--- src/rtl/sap2_pkg.sv ---
// Shared SAP-II definitions for the serial receive port.
//   rx_state_e : receiver FSM state encoding
//   DATA_BITS  : payload bits per serial frame
//   IDLE_LEVEL : level of an idle serial line
package sap2_pkg;

    typedef enum logic [2:0] {
        RX_IDLE,
        RX_START,
        RX_DATA,
        RX_PARITY,
        RX_STOP
    } rx_state_e;

    localparam int unsigned DATA_BITS  = 8;
    localparam logic        IDLE_LEVEL = 1'b1;

endpackage

--- src/rtl/serial_rx_port_if.sv ---
// CPU-side handshake bundle of the serial receive port.
//   Ers        : drive FIFO head onto rx_BUS
//   ack        : one-cycle pop of the FIFO head
//   clr_err    : clear sticky error flags
//   rx_BUS     : FIFO head (or 8'h00) toward WBUS
//   ready      : FIFO not empty
//   frame_err  : sticky stop-bit error
//   overrun    : sticky dropped-byte error
//   parity_err : sticky parity error, only with SERIAL_RX_PARITY_EN defined
// master = CPU side, slave = receive port.
interface serial_rx_port_if;

    logic       Ers;
    logic       ack;
    logic       clr_err;
    logic [7:0] rx_BUS;
    logic       ready;
    logic       frame_err;
    logic       overrun;
`ifdef SERIAL_RX_PARITY_EN
    logic       parity_err;
`endif

    modport master (
        output Ers, ack, clr_err,
`ifdef SERIAL_RX_PARITY_EN
        input  parity_err,
`endif
        input  rx_BUS, ready, frame_err, overrun
    );

    modport slave (
        input  Ers, ack, clr_err,
`ifdef SERIAL_RX_PARITY_EN
        output parity_err,
`endif
        output rx_BUS, ready, frame_err, overrun
    );

endinterface

--- src/rtl/rx_fifo.sv ---
// Byte FIFO for received serial data.
//   clk, rst_n : clock, synchronous active-low reset
//   push, data : write request and byte (dropped when full unless popping)
//   pop        : read request (ignored when empty)
//   head       : oldest entry, valid when !empty
//   empty/full : occupancy status
module rx_fifo
    import sap2_pkg::*;
#(
    parameter int unsigned DEPTH = 4
) (
    input  logic                 clk,
    input  logic                 rst_n,
    input  logic                 push,
    input  logic                 pop,
    input  logic [DATA_BITS-1:0] data,
    output logic [DATA_BITS-1:0] head,
    output logic                 empty,
    output logic                 full
);

    localparam int unsigned PW = $clog2(DEPTH);
    localparam int unsigned CW = PW + 1;

    logic [DATA_BITS-1:0] mem [DEPTH];
    logic [PW-1:0]        wr_ptr_q;
    logic [PW-1:0]        rd_ptr_q;
    logic [CW-1:0]        count_q;
    logic                 do_push;
    logic                 do_pop;

    assign empty = (count_q == '0);
    assign full  = (count_q == CW'(DEPTH));
    assign head  = mem[rd_ptr_q];

    // A pop on the same edge frees the slot a full FIFO needs for the push.
    assign do_push = push && (!full || pop);
    assign do_pop  = pop && !empty;

    always_ff @(posedge clk) begin
        if (!rst_n) begin
            wr_ptr_q <= '0;
            rd_ptr_q <= '0;
            count_q  <= '0;
        end else begin
            if (do_push) wr_ptr_q <= wr_ptr_q + PW'(1);
            if (do_pop)  rd_ptr_q <= rd_ptr_q + PW'(1);
            count_q <= count_q + CW'(do_push) - CW'(do_pop);
        end
    end

    always_ff @(posedge clk) begin
        if (do_push) mem[wr_ptr_q] <= data;
    end

endmodule

--- src/rtl/serial_rx_port.sv ---
// SAP-II serial receive port: deserialises idle-high async frames
// (start, 8 data LSB first, [even parity], stop) into a byte FIFO read
// through the WBUS ready/ack handshake.
//   CLK       : system clock
//   nCLR      : synchronous active-low reset
//   serial_in : asynchronous serial line
//   bus       : CPU handshake (slave side of serial_rx_port_if)
// Optional feature macro: SERIAL_RX_PARITY_EN adds the parity bit,
// PARITY state and parity_err flag.
module serial_rx_port
    import sap2_pkg::*;
#(
    parameter int unsigned CLKS_PER_BIT = 16,
    parameter int unsigned FIFO_DEPTH   = 4
) (
    input  logic               CLK,
    input  logic               nCLR,
    input  logic               serial_in,
    serial_rx_port_if.slave    bus
);

    localparam int unsigned          TW        = $clog2(CLKS_PER_BIT);
    localparam logic [TW-1:0]        LAST_TICK = TW'(CLKS_PER_BIT - 1);
    localparam logic [TW-1:0]        HALF_TICK = TW'(CLKS_PER_BIT / 2 - 1);
    localparam logic [2:0]           LAST_BIT  = 3'(DATA_BITS - 1);

    rx_state_e            state_q;
    logic [1:0]           sync_q;
    logic [TW-1:0]        timer_q;
    logic [2:0]           bit_idx_q;
    logic [DATA_BITS-1:0] shreg_q;
    logic                 frame_err_q;
    logic                 overrun_q;
`ifdef SERIAL_RX_PARITY_EN
    logic                 parity_bad_q;
    logic                 parity_err_q;
`endif

    logic                 rxs;
    logic                 tick;
    logic                 push_req;
    logic                 overrun_evt;
    logic [DATA_BITS-1:0] fifo_head;
    logic                 fifo_empty;
    logic                 fifo_full;

    assign rxs  = sync_q[1];
    assign tick = (timer_q == LAST_TICK);

    // Push is combinational so the byte lands on the stop-sample edge itself.
`ifdef SERIAL_RX_PARITY_EN
    assign push_req = (state_q == RX_STOP) && tick && rxs && !parity_bad_q;
`else
    assign push_req = (state_q == RX_STOP) && tick && rxs;
`endif
    assign overrun_evt = push_req && fifo_full && !bus.ack;

    rx_fifo #(
        .DEPTH (FIFO_DEPTH)
    ) u_fifo (
        .clk   (CLK),
        .rst_n (nCLR),
        .push  (push_req),
        .pop   (bus.ack),
        .data  (shreg_q),
        .head  (fifo_head),
        .empty (fifo_empty),
        .full  (fifo_full)
    );

    always_ff @(posedge CLK) begin
        if (!nCLR) begin
            sync_q       <= {2{IDLE_LEVEL}};
            state_q      <= RX_IDLE;
            timer_q      <= '0;
            bit_idx_q    <= '0;
            shreg_q      <= '0;
            frame_err_q  <= 1'b0;
            overrun_q    <= 1'b0;
`ifdef SERIAL_RX_PARITY_EN
            parity_bad_q <= 1'b0;
            parity_err_q <= 1'b0;
`endif
        end else begin
            sync_q <= {sync_q[0], serial_in};

            // Clear first so a same-edge error below overrides it.
            if (bus.clr_err) begin
                frame_err_q  <= 1'b0;
                overrun_q    <= 1'b0;
`ifdef SERIAL_RX_PARITY_EN
                parity_err_q <= 1'b0;
`endif
            end
            if (overrun_evt) overrun_q <= 1'b1;

            unique case (state_q)
                RX_IDLE: begin
                    timer_q <= '0;
                    if (rxs != IDLE_LEVEL) state_q <= RX_START;
                end
                RX_START: begin
                    if (timer_q == HALF_TICK) begin
                        timer_q   <= '0;
                        bit_idx_q <= '0;
                        state_q   <= rxs ? RX_IDLE : RX_DATA;
                    end else begin
                        timer_q <= timer_q + TW'(1);
                    end
                end
                RX_DATA: begin
                    if (tick) begin
                        timer_q   <= '0;
                        shreg_q   <= {rxs, shreg_q[DATA_BITS-1:1]};
                        bit_idx_q <= bit_idx_q + 3'd1;
                        if (bit_idx_q == LAST_BIT) begin
`ifdef SERIAL_RX_PARITY_EN
                            state_q <= RX_PARITY;
`else
                            state_q <= RX_STOP;
`endif
                        end
                    end else begin
                        timer_q <= timer_q + TW'(1);
                    end
                end
`ifdef SERIAL_RX_PARITY_EN
                RX_PARITY: begin
                    if (tick) begin
                        timer_q      <= '0;
                        parity_bad_q <= ^{shreg_q, rxs};
                        if (^{shreg_q, rxs}) parity_err_q <= 1'b1;
                        state_q      <= RX_STOP;
                    end else begin
                        timer_q <= timer_q + TW'(1);
                    end
                end
`endif
                RX_STOP: begin
                    if (tick) begin
                        timer_q <= '0;
                        if (!rxs) frame_err_q <= 1'b1;
                        state_q <= RX_IDLE;
                    end else begin
                        timer_q <= timer_q + TW'(1);
                    end
                end
                default: state_q <= RX_IDLE;
            endcase
        end
    end

    assign bus.ready     = !fifo_empty;
    assign bus.rx_BUS    = (bus.Ers && !fifo_empty) ? fifo_head : 8'h00;
    assign bus.frame_err = frame_err_q;
    assign bus.overrun   = overrun_q;
`ifdef SERIAL_RX_PARITY_EN
    assign bus.parity_err = parity_err_q;
`endif

endmodule

--- src/flat_wrapper.sv ---
// flat-port wrapper written by rule: the top's interface ports become plain ports
module serial_rx_port_flat import sap2_pkg::*;
#(
    parameter int unsigned CLKS_PER_BIT = 16,
    parameter int unsigned FIFO_DEPTH   = 4
)
  (CLK, nCLR, serial_in, bus_Ers, bus_ack, bus_clr_err, bus_rx_BUS, bus_ready, bus_frame_err, bus_overrun);
  serial_rx_port_if bus_i ();
  input  logic CLK;
  input  logic nCLR;
  input  logic serial_in;
  input wire logic [$bits(bus_i.Ers)-1:0] bus_Ers;
  input wire logic [$bits(bus_i.ack)-1:0] bus_ack;
  input wire logic [$bits(bus_i.clr_err)-1:0] bus_clr_err;
  output wire logic [$bits(bus_i.rx_BUS)-1:0] bus_rx_BUS;
  output wire logic [$bits(bus_i.ready)-1:0] bus_ready;
  output wire logic [$bits(bus_i.frame_err)-1:0] bus_frame_err;
  output wire logic [$bits(bus_i.overrun)-1:0] bus_overrun;
  assign bus_i.Ers = bus_Ers;
  assign bus_i.ack = bus_ack;
  assign bus_i.clr_err = bus_clr_err;
  assign bus_rx_BUS = bus_i.rx_BUS;
  assign bus_ready = bus_i.ready;
  assign bus_frame_err = bus_i.frame_err;
  assign bus_overrun = bus_i.overrun;
  serial_rx_port #(.CLKS_PER_BIT(CLKS_PER_BIT), .FIFO_DEPTH(FIFO_DEPTH)) u_core (.CLK(CLK), .nCLR(nCLR), .serial_in(serial_in), .bus(bus_i));
endmodule
--- config.mk ---
export PLATFORM = sky130hd
export DESIGN_NAME = serial_rx_port_flat
export DESIGN_NICKNAME = d
export VERILOG_FILES = /design/src/rtl/sap2_pkg.sv /design/src/rtl/serial_rx_port_if.sv /design/src/rtl/rx_fifo.sv /design/src/rtl/serial_rx_port.sv /design/src/flat_wrapper.sv
export SDC_FILE = /design/constraint.sdc
export NUM_CORES = 1
export LEC_CHECK = 0
export CAP_MARGIN = 5
export CORE_ASPECT_RATIO = 0.9
export CORE_MARGIN = 2
export CORE_UTILIZATION = 35
export DETAILED_ROUTE_END_ITERATION = 6
export PLACE_DENSITY = 0.48
export SLEW_MARGIN = 15
export SYNTH_ARGS = -nofsm -noshare
export SYNTH_HDL_FRONTEND = slang
export SYNTH_SLANG_ARGS = --single-unit
export TNS_END_PERCENT = 1
--- constraint.sdc ---
create_clock -name CLK -period 5.25 [get_ports CLK]
set_clock_uncertainty 0.05 [all_clocks]
set_input_delay 0.7875 -clock CLK [delete_from_list [all_inputs] [get_ports CLK]]
set_output_delay 0.7875 -clock CLK [all_outputs]
set_load 0.01 [all_outputs]
==> load_flow_metrics.sql, run 1 <==
INSERT INTO impl_metrics (metric_group, metric, value, unit) VALUES
('timing', 'final.setup.tns', '0', 'ps'),
('logic_synthesis', 'postSynthCellCount', '214', ''),
('floorplan', 'coreArea', '0.00758', 'mm²'),
('timing', 'worst_slew_pin_slew', '926', 'ps'),
('layout', 'num_antenna_cells', '0', ''),
('min_path', 'hp-class', 'register to register', ''),
('cts', 'clock_insertion_delay_worst_skew', '320', 'ps'),
('setup_path', 'crit_fanout', '8', ''),
('logic_synthesis', 'ys.flop_type', 'edfxtp_1', ''),
('timing', 'timing.final.crit_share', '58.8', '%'),
('route', 'per_cell_routed_wire_length', '14.3', 'µm'),
('power', 'relative_contribution_of_the_clock_network_to_total_power', '33.9', '%'),
('power', 'peakVddDrop', '0.000107', 'V'),
('timing', 'maxSlewViolCount', '0', ''),
('global_route', 'grt_start_max_net_pins', '31', ''),
('floorplan', 'die_h', '88.3', 'µm'),
('cts', 'cts_buffer_depth', '2', ''),
('setup_path', 'start_kind', 'register', ''),
('floorplan', 'start_util', '36.4', '%'),
('setup_path', 'worst-endpoint-arrival', '2250', 'ps'),
('place', 'place_congestion', '0.749', ''),
('flow_run', 'max-cap-violations', '0', ''),
('layout', 'area.growth.synth_to_final', '14.3', '%'),
('layout', 'layout_cell_share_with_drive_strength_beyond_1', '11.1', '%'),
('logic_synthesis', 'yosys_warnings', '0', ''),
('cts', 'cts_tree', 'built', ''),
('timing', 'worst_slew_margin_rel', '38.1', '%'),
('power', 'leakage', '1.09', 'nW'),
('floorplan', 'rows', '30', ''),
('global_route', 'grt_pass1_vias', '1542', ''),
('floorplan', 'die_w', '97.6', 'µm'),
('cts', 'post_cts.resized_instances', '0', ''),
('power', 'power_frac_comb', '17.3', '%'),
('cts', 'clockRootBuffer', 'clkbuf_8', ''),
('logic_synthesis', 'synth_enable_flop_cells', '32', ''),
('logic_synthesis', 'synth.lib_cells_used.distinct', '48', ''),
('route', 'vias', '1614', ''),
('timing', 'report.final.hold_viol_count', '0', ''),
('timing', 'period_minus_slack', '3090', 'ps'),
('power', 'p_switching', '288', 'µW'),
('route', 'ant_nets', '0', ''),
('timing', 'setup_viol', '0', ''),
('route', 'drtIter0Drc', '78', ''),
('power', 'power.share.sequential', '48.8', '%'),
('route', 'drt-vias-per-instance', '4.89', ''),
('power', 'powerDensity', '368', 'mW/mm²'),
('logic_synthesis', 'postSynthNetCount', '230', ''),
('cts', 'cts_num_sinks', '63', ''),
('floorplan', 'floorplan.die_area', '0.00862', 'mm²'),
('global_route', 'wire_length_of_the_first_global_routing_pass', '8.07', 'mm'),
('global_route', 'gr-usage-all-layers', '12.3', '%'),
('logic_synthesis', 'mappedNetlistArea', '0.00276', 'mm²'),
('logic_synthesis', 'seq_area_frac_synth', '57.3', '%'),
('logic_synthesis', 'postSynthRegisterBits', '63', ''),
('route', 'detail_route.wirelength', '4.71', 'mm'),
('floorplan', 'boundaryPins', '17', ''),
('place', 'placed_wire_length_estimate_after_detailed_placement', '3.12', 'mm'),
('layout', 'final_design_area_no_fill', '0.00316', 'mm²'),
('logic_synthesis', 'average_footprint_of_a_synthesized_cell', '12.9', 'µm²'),
('layout', 'nets', '245', ''),
('timing', 'grt_setup_unrepaired', 'no', ''),
('global_route', 'grt.overflow.total', '0', ''),
('route', 'dr.pass1.iters', '4', ''),
('setup_path', 'critPathKind', 'register to primary output', ''),
('run_status', 'outcome', 'finished clean', ''),
('cts', 'cts_hold_repair.buffers', '0', ''),
('cts', 'htree_levels', '3', ''),
('setup_path', 'required', '4410', 'ps'),
('power', 'switching_share', '24.8', '%'),
('cts', 'setup_fix_bufs_post_cts', '0', ''),
('cts', 'numCtsBuffers', '9', ''),
('place', 'instance_area_at_placement', '0.00297', 'mm²'),
('place', 'io_buffer_count', '16', ''),
('global_route', 'grt_antenna_before_repair', '0', ''),
('cts', 'clkSlewWorstSetupHoldPaths', '70', 'ps'),
('setup_path', 'critical_path.endpoint_type', 'primary output', ''),
('power', 'internal_power', '873', 'µW'),
('logic_synthesis', 'synth_async_sr_flop_share', '0', '%'),
('route', 'drc', '0', ''),
('timing', 'fmax', '0.324', 'GHz');
## cells in the final DEF, fill, tap and decap left out, types with 3 or more instances in the layout
cell	synthesis	final
mux2i_1	8	8
nand2_1	10	10
nand3_1	5	5
nor2_1	3	3
o21ai_0	5	5
nor2b_1	13	13
xnor2_1	5	5
a21oi_1	3	3
dfxtp_1	31	31
nand2b_1	4	4
and3_1	10	10
ha_1	9	9
edfxtp_1	32	32
inv_1	7	7
clkbuf_8	0	9
a21boi_0	3	3
mux4_2	8	8
a31oi_1	3	3
clkdlybuf4s50_1	0	16
and2_1	12	12
## cells in the mapped netlist, types with 4 or more instances
master / count / share of area, %
o21ai_0: 5 / 0.91
nand2_1: 10 / 1.4
nand2b_1: 4 / 0.91
nor2b_1: 13 / 2.9
mux2i_1: 8 / 2.9
and2_1: 12 / 2.7
ha_1: 9 / 4.1
nand3_1: 5 / 0.91
clkbuf_1: 5 / 0.68
xnor2_1: 5 / 1.6
edfxtp_1: 32 / 35
mux4_2: 8 / 6.5
buf_2: 4 / 0.72
and3_1: 10 / 2.3
inv_1: 7 / 0.95
dfxtp_1: 31 / 22
## final timing paths
kind	end	startpoint	cells after the start	slack, ps
worst max-delay path	bus_rx_BUS[6]	register	3	2160
worst min-delay path	u_core.sync_q[1]	u_core.sync_q[0]	1	360
worst max register to register	u_core.u_fifo.count_q[2]	u_core.timer_q[0]	12	2370
worst min register to register	u_core.sync_q[1]	u_core.sync_q[0]	1	360
## critical path: stages (launching register included)
cell             delay [ps]
dfxtp_1                 670
mux4_2                  590
and3_1                  190
clkdlybuf4s50_1         470
## routing by layer
metal,wire length (µm),global-route usage [%],vias up
li1,-,-,811
met1,2290,16.0,762
met2,2140,19.2,35
met3,199,3.95,6
met4,82,5.43,0
met5,0,0,-
## power groups by stage
| stage | Clock (mW) | Combinational (mW) | Sequential [mW] |
|---|---|---|---|
| after floorplan | 0 | 0.160 | 0.553 |
| after global placement | 0 | 0.203 | 0.580 |
| after detailed placement | 0 | 0.207 | 0.580 |
| after CTS | 0.408 | 0.207 | 0.568 |
| after global routing | 0.430 | 0.222 | 0.572 |
| final | 0.394 | 0.201 | 0.567 |
## cell type report
class	count	area (µm²)
Clock buffer	11	131
Clock inverter	5	51.3
Fill cell	716	4430
Inverter	8	30.0
Multi-Input combinational cell	131	1080
Sequential cell	63	1580
Tap cell	96	120
Timing Repair Buffer	16	160
## cells by family after synthesis
logic type | synth area share, %
multiplexers | 9.42
XOR/XNOR | 1.59
adder cells (fa/ha/maj) | 5.17
flip-flops | 57.3
AND/OR/NAND/NOR | 17.5
AO/OA/AOI/OAI | 5.48
buffers and inverters | 3.58
## registers in the layout, summed over array words and instances, names as in the netlist, named ones only
register and cells:
u_core.u_fifo.mem 32, u_core.bus.frame_err 1, u_core.shreg_q 8, u_core.u_fifo.count_q 3
u_core.u_fifo.wr_ptr_q 2, u_core.u_fifo.rd_ptr_q 2, u_core.sync_q 2, u_core.bus.overrun 1
u_core.bit_idx_q 3, u_core.state_q 3, u_core.timer_q 4
## per-stage QoR
stage / instances / hold slack [ps] / util [%] / total power, mW / setup WS (ps)
5_1_grt: 330 / 372 / 41.6 / 1.22 / 2030
3_3_place_gp: 314 / 345 / 39.2 / 0.783 / 2030
4_1_cts: 330 / 357 / 41.6 / 1.18 / 2100
3_5_place_dp: 314 / 341 / 39.2 / 0.786 / 1980
2_1_floorplan: 214 / 336 / - / 0.712 / 2600
6_report: 330 / 357 / 41.6 / 1.16 / 2160
No activity file was read; power rests on OpenSTA's default activity.
==> run 2: changes to the inputs <==
- PLACE_DENSITY: 0.48 -> 0.5
- clock period: 5.25 -> 2.6 ns (I/O delays scaled with it)
==> load_flow_metrics.sql, run 2 (synthesized netlist as in run 1, its figures left out) <==
INSERT INTO impl_metrics (metric_group, metric, value, unit) VALUES
('floorplan', 'floorplan.die_area', '0.00862', 'mm²'),
('global_route', 'grt_pass1_vias', '1646', ''),
('min_path', 'worstHoldEndpoint', 'u_core.sync_q[1]', ''),
('timing', 'maxSlewViolCount', '0', ''),
('setup_path', 'worst-r2r-cell-count', '12', ''),
('flow_run', 'max-cap-violations', '0', ''),
('setup_path', 'required', '2160', 'ps'),
('global_route', 'grt_antenna_before_repair', '0', ''),
('cts', 'clkSlewWorstSetupHoldPaths', '70', 'ps'),
('place', 'place_congestion', '0.772', ''),
('cts', 'cts_hold_repair.buffers', '0', ''),
('timing', 'period_minus_slack', '2460', 'ps'),
('place', 'placed_cells', '330', ''),
('timing', 'grt_setup_unrepaired', 'no', ''),
('layout', 'final_common_cell', 'edfxtp_1', ''),
('route', 'dr.pass1.iters', '4', ''),
('setup_path', 'worst-endpoint-arrival', '2020', 'ps'),
('layout', 'filler_cell_count', '721', ''),
('timing', 'setup_slack', '137', 'ps'),
('timing', 'timing.final.crit_share', '94.7', '%'),
('global_route', 'gr-usage-all-layers', '12.7', '%'),
('layout', 'finish.cell_count_without_fillers', '348', ''),
('layout', 'layout_cell_share_with_drive_strength_beyond_1', '21.0', '%'),
('route', 'vias', '1685', ''),
('layout', 'largest_register_ff_count', '32', ''),
('layout', 'area.growth.synth_to_final', '20.4', '%'),
('min_path', 'worst_hold_startpoint', 'u_core.sync_q[0]', ''),
('cts', 'clock_insertion_delay_worst_skew', '340', 'ps'),
('route', 'drc', '0', ''),
('cts', 'htree_levels', '3', ''),
('timing', 'report.final.hold_viol_count', '0', ''),
('floorplan', 'die_w', '97.6', 'µm'),
('route', 'drt-vias-per-instance', '4.84', ''),
('layout', 'nets', '263', ''),
('setup_path', 'critPathKind', 'register to primary output', ''),
('run_status', 'outcome', 'finished clean', ''),
('setup_path', 'rrSetupSlack', '150', 'ps'),
('global_route', 'grt_start_max_net_pins', '26', ''),
('layout', 'reg_top3', 'u_core.u_fifo.mem (32), u_core.shreg_q (8), u_core.timer_q (4)', ''),
('power', 'leakage', '1.19', 'nW'),
('cts', 'cts_buffer_depth', '2', ''),
('timing', 'worst_slew_margin_rel', '62.1', '%'),
('setup_path', 'crit-reg2reg-capture', 'u_core.u_fifo.count_q[2]', ''),
('cts', 'cts_tree', 'built', ''),
('place', 'placed_wire_length_estimate_after_detailed_placement', '3.29', 'mm'),
('timing', 'worst_slew_pin_slew', '568', 'ps'),
('route', 'detail_route.wirelength', '4.81', 'mm'),
('layout', 'num_antenna_cells', '0', ''),
('setup_path', 'start_kind', 'register', ''),
('route', 'ant_nets', '0', ''),
('layout', 'largest_register', 'u_core.u_fifo.mem', ''),
('floorplan', 'boundaryPins', '17', ''),
('timing', 'final.setup.tns', '0', 'ps'),
('setup_path', 'critical_path.endpoint_type', 'primary output', ''),
('cts', 'clockRootBuffer', 'clkbuf_8', ''),
('setup_path', 'crit_fanout', '8', ''),
('floorplan', 'coreArea', '0.00758', 'mm²'),
('place', 'post-place-ws', '-174', 'ps'),
('setup_path', 'r2r_path_start', 'u_core.timer_q[1]', ''),
('power', 'peakVddDrop', '0.000292', 'V'),
('floorplan', 'rows', '30', ''),
('floorplan', 'die_h', '88.3', 'µm'),
('route', 'per_cell_routed_wire_length', '13.8', 'µm'),
('floorplan', 'start_util', '36.4', '%'),
('power', 'powerDensity', '737', 'mW/mm²'),
('min_path', 'hp-class', 'register to register', ''),
('cts', 'cts_num_sinks', '63', ''),
('place', 'io_buffer_count', '16', ''),
('timing', 'setup_viol', '0', ''),
('global_route', 'wire_length_of_the_first_global_routing_pass', '8.25', 'mm'),
('min_path', 'min_delay_path_depth', '1', ''),
('route', 'drtIter0Drc', '44', ''),
('layout', 'most-common-layout-cells', '32 x edfxtp_1, 29 x dfxtp_1, 17 x buf_4', ''),
('cts', 'numCtsBuffers', '9', ''),
('global_route', 'grt.overflow.total', '0', ''),
('timing', 'fmax', '0.406', 'GHz');
==> run 2: worst max-delay path by stage <==
stage / from / end / depth (start not counted)
6_report: register / bus_rx_BUS[5] / 4
5_1_grt: u_core.timer_q[1] / u_core.u_fifo.count_q[2] / 12
4_1_cts: u_core.timer_q[0] / u_core.u_fifo.count_q[2] / 12
3_5_place_dp: bus_ack / u_core.u_fifo.count_q[2] / 11
3_3_place_gp: bus_ack / u_core.u_fifo.count_q[2] / 11
2_1_floorplan: u_core.timer_q[0] / u_core.u_fifo.count_q[2] / 13
==> run 2: power breakdown <==
group	internal (mW)	switching (mW)	total (mW)	leakage, nW
sequential	1.07	0.0364	1.11	0.549
combinational	0.304	0.200	0.504	0.545
clock	0.443	0.391	0.834	0.0992
total	1.82	0.627	2.45	1.19
==> run 2: what timing repair did <==
action	in CTS	in global routing
gates resized for setup	0	7
setup endpoints to repair	0	2
setup buffers	0	2
endpoints found under the hold margin	0	0
==> run 2: metrics by stage <==
| step | hold slack, ps | util (%) | total power, mW | instance area [µm²] |
|---|---|---|---|---|
| after floorplan | 336 | - | 1.44 | 2760 |
| after global placement | 346 | 40.8 | 1.62 | 3090 |
| after detailed placement | 364 | 40.8 | 1.62 | 3090 |
| after CTS | 381 | 43.4 | 2.46 | 3290 |
| after global routing | 387 | 43.9 | 2.58 | 3330 |
| final | 375 | 43.9 | 2.45 | 3330 |
==> run 2: routing by layer <==
layer  vias up  share of wire [%]  global-route usage, %  routed length [µm]
met4         0                2.1                   6.82                 103
met3        10                3.8                   4.11                 184
met2        26                 44                   18.2                2120
li1        849                  -                      -                   -
met1       800                 50                   17.2                2400
met5         -                  0                      0                   0
==> run 2: worst max-delay path, stage by stage (launching register included) <==
cell and delay, ps:
dfxtp_1 320, buf_6 160, mux4_2 540, and3_1 190, clkdlybuf4s50_1 470
==> run 2: cell type report <==
cell class	instances	area (µm²)	share of cell area [%]
Sequential cell	63	1580	47.6
Tap cell	96	120	3.61
Timing Repair Buffer	34	299	8.99
Clock buffer	9	124	3.72
Clock inverter	7	73.8	2.22
Inverter	8	30.0	0.903
Multi-Input combinational cell	131	1090	32.9
==> run 3: changes to the inputs <==
- CTS_CLUSTER_SIZE: unset -> 16
==> results of run 3 <==
Same layout as run 2: the final DEF is identical, and so are final timing and power.
==> edit 1 (config.mk and constraints of run 1) <==
Make the reset (`rst_n`) asynchronous in one clocked block. Comments in the files are not updated.
--- a/src/rtl/rx_fifo.sv
+++ b/src/rtl/rx_fifo.sv
@@ -39,3 +39,3 @@
 
-    always_ff @(posedge clk) begin
+    always_ff @(posedge clk or negedge rst_n) begin
         if (!rst_n) begin
Check against the original RTL: no difference found for any inputs over 10 cycles, from zero or initial values; that may be too few to reach the edited logic, so the function may still have changed.
==> edit 1 against run 1 <==
Wire length fell by 0.21%; final area fell by 0.91%; worst setup slack got worse by 0.051 ns; sequential cell count fell by 2; maximum frequency fell by 1.6%; die area fell by 1.2%; count of clock-buffer cells in the layout fell by 2; area after synthesis fell by 1.3%; sequential power rose by 1%; total power rose by 1.7%; critical endpoint is now bus_rx_BUS[1]; largest cell class unchanged.
==> edit 1: results (changes against run 1) <==
| Metric | Value |
|---|---|
| DRT Wirelength | `4.70 mm (-0.21%)` |
| Maximum vdd ir drop | `0.120 mV (+12%)` |
| Routability cong. | `0.804 (+7.4%)` |
| Iter 0 DRT Violations | `84 (+7.7%)` |
| Share of layout cells above drive strength 1 | `12.8% (+1.7 points)` |
| Pwr dens | `377 nW/um2 (+2.6%)` |
| Leak | `0.00110 uW (+1.5%)` |
| Slew headroom | `31.8% (-6.3 points)` |
| Max Used Layer | `met4` |
| Fin nets | `237 (-3.3%)` |
| Gr usage total | `12.0% (-0.27 points)` |
| Status | `complete, no violations` |
| Ys async rst share | `11.5% (+11 points)` |
| Vias | `1583 (-1.9%)` |
| Synth area leaders | `edfxtp_1, dfxtp_1, mux4_2` |
| Largest net degree at the start of global routing | `30 (-3.2%)` |
| Synthesized Nets | `221 (-3.9%)` |
| Crit-path max FO | `10 (+2)` |
| CP Data Arrival Time | `2.30 ns (+0.05 ns)` |
| Post-synth top cells | `edfxtp_1, dfxtp_1, nor2b_1` |
| Met3 Routed Length | `160 um (-20%)` |
| Post-synth EDFFs | `32 (unchanged)` |
| Met1 WL | `2.10 mm (-8.2%)` |
| Worst-Skew Late Latency | `0.33 ns` |
| HPWL after DPL | `3.18 mm (+1.9%)` |
| Global-route wire length before repair | `7.77 mm (-3.8%)` |
| Met2 wire length | `2.39 mm (+11%)` |
| Seq/Total Area, Yosys | `57.8% (+0.55 points)` |
edit 1: cell count changes in the layout (fill, tap and decap cells not counted), sizes merged, moves of 2 or more:
cell	change
o2111ai	-2
and2	-3
dfxtp	-9
nand3	-2
dfrtp	+7
o21a	+2
nor2	+2
nor2b	-2
clkbuf	-2
edit 1: report_power, final:
group	internal, uW	switching, uW	total, uW	leakage, uW
clock network	215	177	393	0.0000903
logic	143	71.4	215	0.000453
registers	520	52.6	573	0.000560
edit 1: final timing paths:
kind	from	end	slack, ns	depth (start not counted)
setup / recovery	u_core.u_fifo.rd_ptr_q[0]$_DFFE_PN0P_	bus_rx_BUS[1]	2.11	3
hold / removal	u_core.sync_q[0]$_SDFF_PN1_	u_core.sync_q[1]$_SDFF_PN1_	0.37	1
setup reg to reg	u_core.state_q[2]$_SDFFE_PN0P_	u_core.u_fifo.count_q[2]$_DFF_PN0_	2.40	11
hold reg to reg	u_core.sync_q[0]$_SDFF_PN1_	u_core.sync_q[1]$_SDFF_PN1_	0.37	1
max in group asynchronous	nCLR	u_core.u_fifo.wr_ptr_q[1]$_DFFE_PN0P_	3.57	1
min in group asynchronous	nCLR	u_core.u_fifo.rd_ptr_q[0]$_DFFE_PN0P_	0.96	1
edit 1: metal layers:
metal,vias up,track usage [%]
met5,-,0
met4,0,4.23
met3,7,5.35
met2,25,20.8
met1,773,13.5
li1,778,-
edit 1: cells by family after synthesis:
logic type	after synthesis	synth area share [%]
AO/OA/AOI/OAI	21	5.09
buffers and inverters	19	3.67
AND/OR/NAND/NOR	71	16.6
flip-flops	61	57.8
multiplexers	17	9.96
adder cells (fa/ha/maj)	11	5.23
XOR/XNOR	5	1.61
edit 1: layout make-up:
class                      instances  area [um2]
tap                               96         120
fill                             712        4420
inverter                           8        30.0
timing repair buffer              16         160
multi-input combinational        125        1050
clock inverter                     7        66.3
clock buffer                       9         124
sequential                        61        1580
edit 1: worst max-delay path, cell delays in order (launching register included):
cell and delay [ns]:
dfrtp_1 0.73, mux4_2 0.57, and3_1 0.20, clkdlybuf4s50_1 0.47
edit 1: per-stage QoR:
stage | instances | instance area, um2 | worst slack (ns) | power (uW) | utilization (%)
floorplan | 205 | 2730 | 2.66 | 727 | -
global placement | 306 | 2940 | 2.12 | 799 | 38.9
detailed placement | 306 | 2940 | 2.01 | 807 | 38.9
CTS | 322 | 3130 | 2.04 | 1200 | 41.4
global route | 322 | 3130 | 1.93 | 1250 | 41.4
finish | 322 | 3130 | 2.11 | 1180 | 41.4
==> edit 2 (settings of run 1) <==
Without the edit above. `DATA_BITS`: 8 -> 6.
--- a/src/rtl/sap2_pkg.sv
+++ b/src/rtl/sap2_pkg.sv
@@ -14,3 +14,3 @@
 
-    localparam int unsigned DATA_BITS  = 8;
+    localparam int unsigned DATA_BITS  = 6;
     localparam logic        IDLE_LEVEL = 1'b1;
Function: same outputs for any inputs over 10 cycles, from zero or initial values; that may be too few to reach the edited logic, so the function may still have changed.
==> edit 2 against run 1 <==
Total power fell by 21%; hold slack improved by 0.011 ns; sequential cell count shrank 10; worst setup slack got worse by 0.068 ns; final area down 16%; area after synthesis fell by 14%; wire length is 9.8% lower; critical path type is now in -> reg.
==> edit 2: results (changes against run 1) <==
| Metric | Value |
|---|---|
| Status | `complete, no violations` |
| Synth area leaders | `edfxtp_1, dfxtp_1, mux4_2` |
| Vias in the first global route | `1529 (-0.84%)` |
| Largest regs | `u_core.u_fifo.mem: 24 flops, u_core.shreg_q: 6 flops, u_core.timer_q: 4 flops` |
| Post-CTS setup buffers | `0 (unchanged)` |
| Post-synth top cells | `dfxtp_1, edfxtp_1, nor2_1` |
| IO buf count | `14 (-2)` |
| Fill cell count | `635 (-11%)` |
| Root Driver | `clkbuf_8` |
| Yosys Warn Count | `0 (unchanged)` |
| Share of layout cells above drive strength 1 | `9.71% (-1.4 points)` |
| Xor/xnor share of the synthesized area | `3.33% (+1.7 points)` |
| Ant diodes | `0 (unchanged)` |
| Max Buffers Root-to-Sink | `2 (unchanged)` |
| Crit-path max FO | `8 (unchanged)` |
| CTS buffer count | `5 (-4)` |
| Leak | `0.000905 uW (-17%)` |
| Synth Area in Compound Gates | `7.61% (+2.1 points)` |
| Global-route wire length before repair | `7.26 mm (-10%)` |
| Vias/cell | `4.92 (+0.50%)` |
| Initial antenna violation count | `0 (unchanged)` |
| Iter 0 DRT Violations | `77 (-1.3%)` |
| Largest net degree at the start of global routing | `20 (-35%)` |
| Gr usage total | `12.6% (+0.27 points)` |
| Distinct cells, synth | `50 (+4.2%)` |
| CP Data Arrival Time | `3.29 ns (+1.04 ns)` |
| Synth Flop Type | `dfxtp_1` |
| Cell Area, Placed | `2570 um2 (-14%)` |
| H-Tree Depth | `2 (-1)` |
| HPWL after DPL | `3.03 mm (-2.6%)` |
| Met1 usage | `13.9% (-2.2 points)` |
| Slew headroom | `54.9% (+17 points)` |
| Global Route met2 Usage | `23.7% (+4.5 points)` |
| Seq/Total Area, Yosys | `54.9% (-2.3 points)` |
| Routing usage on met3 | `2.57% (-1.4 points)` |
| Multiplexer area fraction after synthesis | `8.24% (-1.2 points)` |
| Routability cong. | `0.741 (-1.0%)` |
| DRT Pass-1 Iters | `4 (unchanged)` |
| Worst-Skew Late Latency | `0.30 ns (-0.02 ns)` |
| Post-Synth Adder-Cell Area | `6.02% (+0.86 points)` |
| Fin nets | `221 (-9.8%)` |
| Post-synth EDFFs | `24 (-25%)` |
| Maximum vdd ir drop | `0.0984 mV (-8.4%)` |
| Ys async rst share | `0% (unchanged)` |
| CTS clk-pin slew, worst paths | `0.10 ns (+0.03 ns)` |
| Hold Path Class | `reg -> reg` |
| Sw frac | `27.5% (+2.7 points)` |
| Post-CTS sizing | `0 (unchanged)` |
| DRT Wirelength | `4.25 mm (-9.8%)` |
edit 2: cell types whose count changed in the layout (fill, tap and decap cells not counted), sizes merged, moves of 3 or more:
cell / before / now
edfxtp: 32 / 24
o21ai: 6 / 2
a21boi: 4 / 0
clkinv: 3 / 0
clkbuf: 11 / 6
nand2: 10 / 6
nor2: 4 / 21
nor2b: 13 / 0
and2: 12 / 7
edit 2: power groups by stage:
| stage | Sequential (uW) | Clock, uW | Combinational (uW) |
|---|---|---|---|
| after global placement | 496 | 0 | 205 |
| after detailed placement | 497 | 0 | 215 |
| after floorplan | 475 | 0 | 163 |
| final | 486 | 222 | 211 |
| after CTS | 487 | 233 | 215 |
| after global routing | 492 | 249 | 234 |
edit 2: layout make-up:
| type | count | area [um2] | share of cell area [%] |
|---|---|---|---|
| Multi-Input combinational cell | 121 | 980 | 36.8 |
| Clock buffer | 6 | 72.6 | 2.73 |
| Clock inverter | 2 | 15.0 | 0.565 |
| Sequential cell | 53 | 1300 | 48.9 |
| Tap cell | 90 | 113 | 4.24 |
| Inverter | 10 | 37.5 | 1.41 |
| Timing Repair Buffer | 14 | 140 | 5.27 |
edit 2: worst paths after layout:
path                                        from                                   to  slack [ns]  depth (start not counted)
setup / recovery                         bus_ack  u_core.u_fifo.count_q[2]$_SDFF_PN0_        2.09                         11
hold / removal       u_core.sync_q[0]$_SDFF_PN1_          u_core.sync_q[1]$_SDFF_PN1_        0.37                          1
setup reg to reg  u_core.timer_q[0]$_SDFFE_PN0P_  u_core.u_fifo.count_q[2]$_SDFF_PN0_        2.19                         11
hold reg to reg      u_core.sync_q[0]$_SDFF_PN1_          u_core.sync_q[1]$_SDFF_PN1_        0.37                          1
edit 2: kinds of logic (layout without fill, tap and decap cells):
kind of cell,after synthesis,count (layout)
compound gates,21,21
xor+xnor,9,9
fa+ha+maj,11,11
buf+inv,20,32
flops,53,53
mux,12,12
other cells,1,2
simple gates,66,66
edit 2: worst max-delay path: stages:
cell and delay (ns):
clkdlybuf4s50_1 0.45, nor4b_1 0.62, nor4b_4 0.16, inv_1 0.09
ha_1 0.13, inv_1 0.04, ha_1 0.20, fa_1 0.41
xnor2_1 0.20, xnor2_1 0.14, nor2_1 0.06
edit 2: metrics by stage:
step           setup slack, ns  total power [uW]  std cells
2_1_floorplan             2.44               638        194
3_3_place_gp              1.87               701        288
3_5_place_dp              1.75               712        288
4_1_cts                   2.09               936        296
5_1_grt                   1.90               975        296
6_report                  2.09               919        296
edit 2: per-layer routing:
layer / up-vias / share of wire, %
met4: 0 / 1.2
met5: - / 0
li1: 715 / -
met2: 15 / 51
met1: 720 / 45
met3: 5 / 2.5
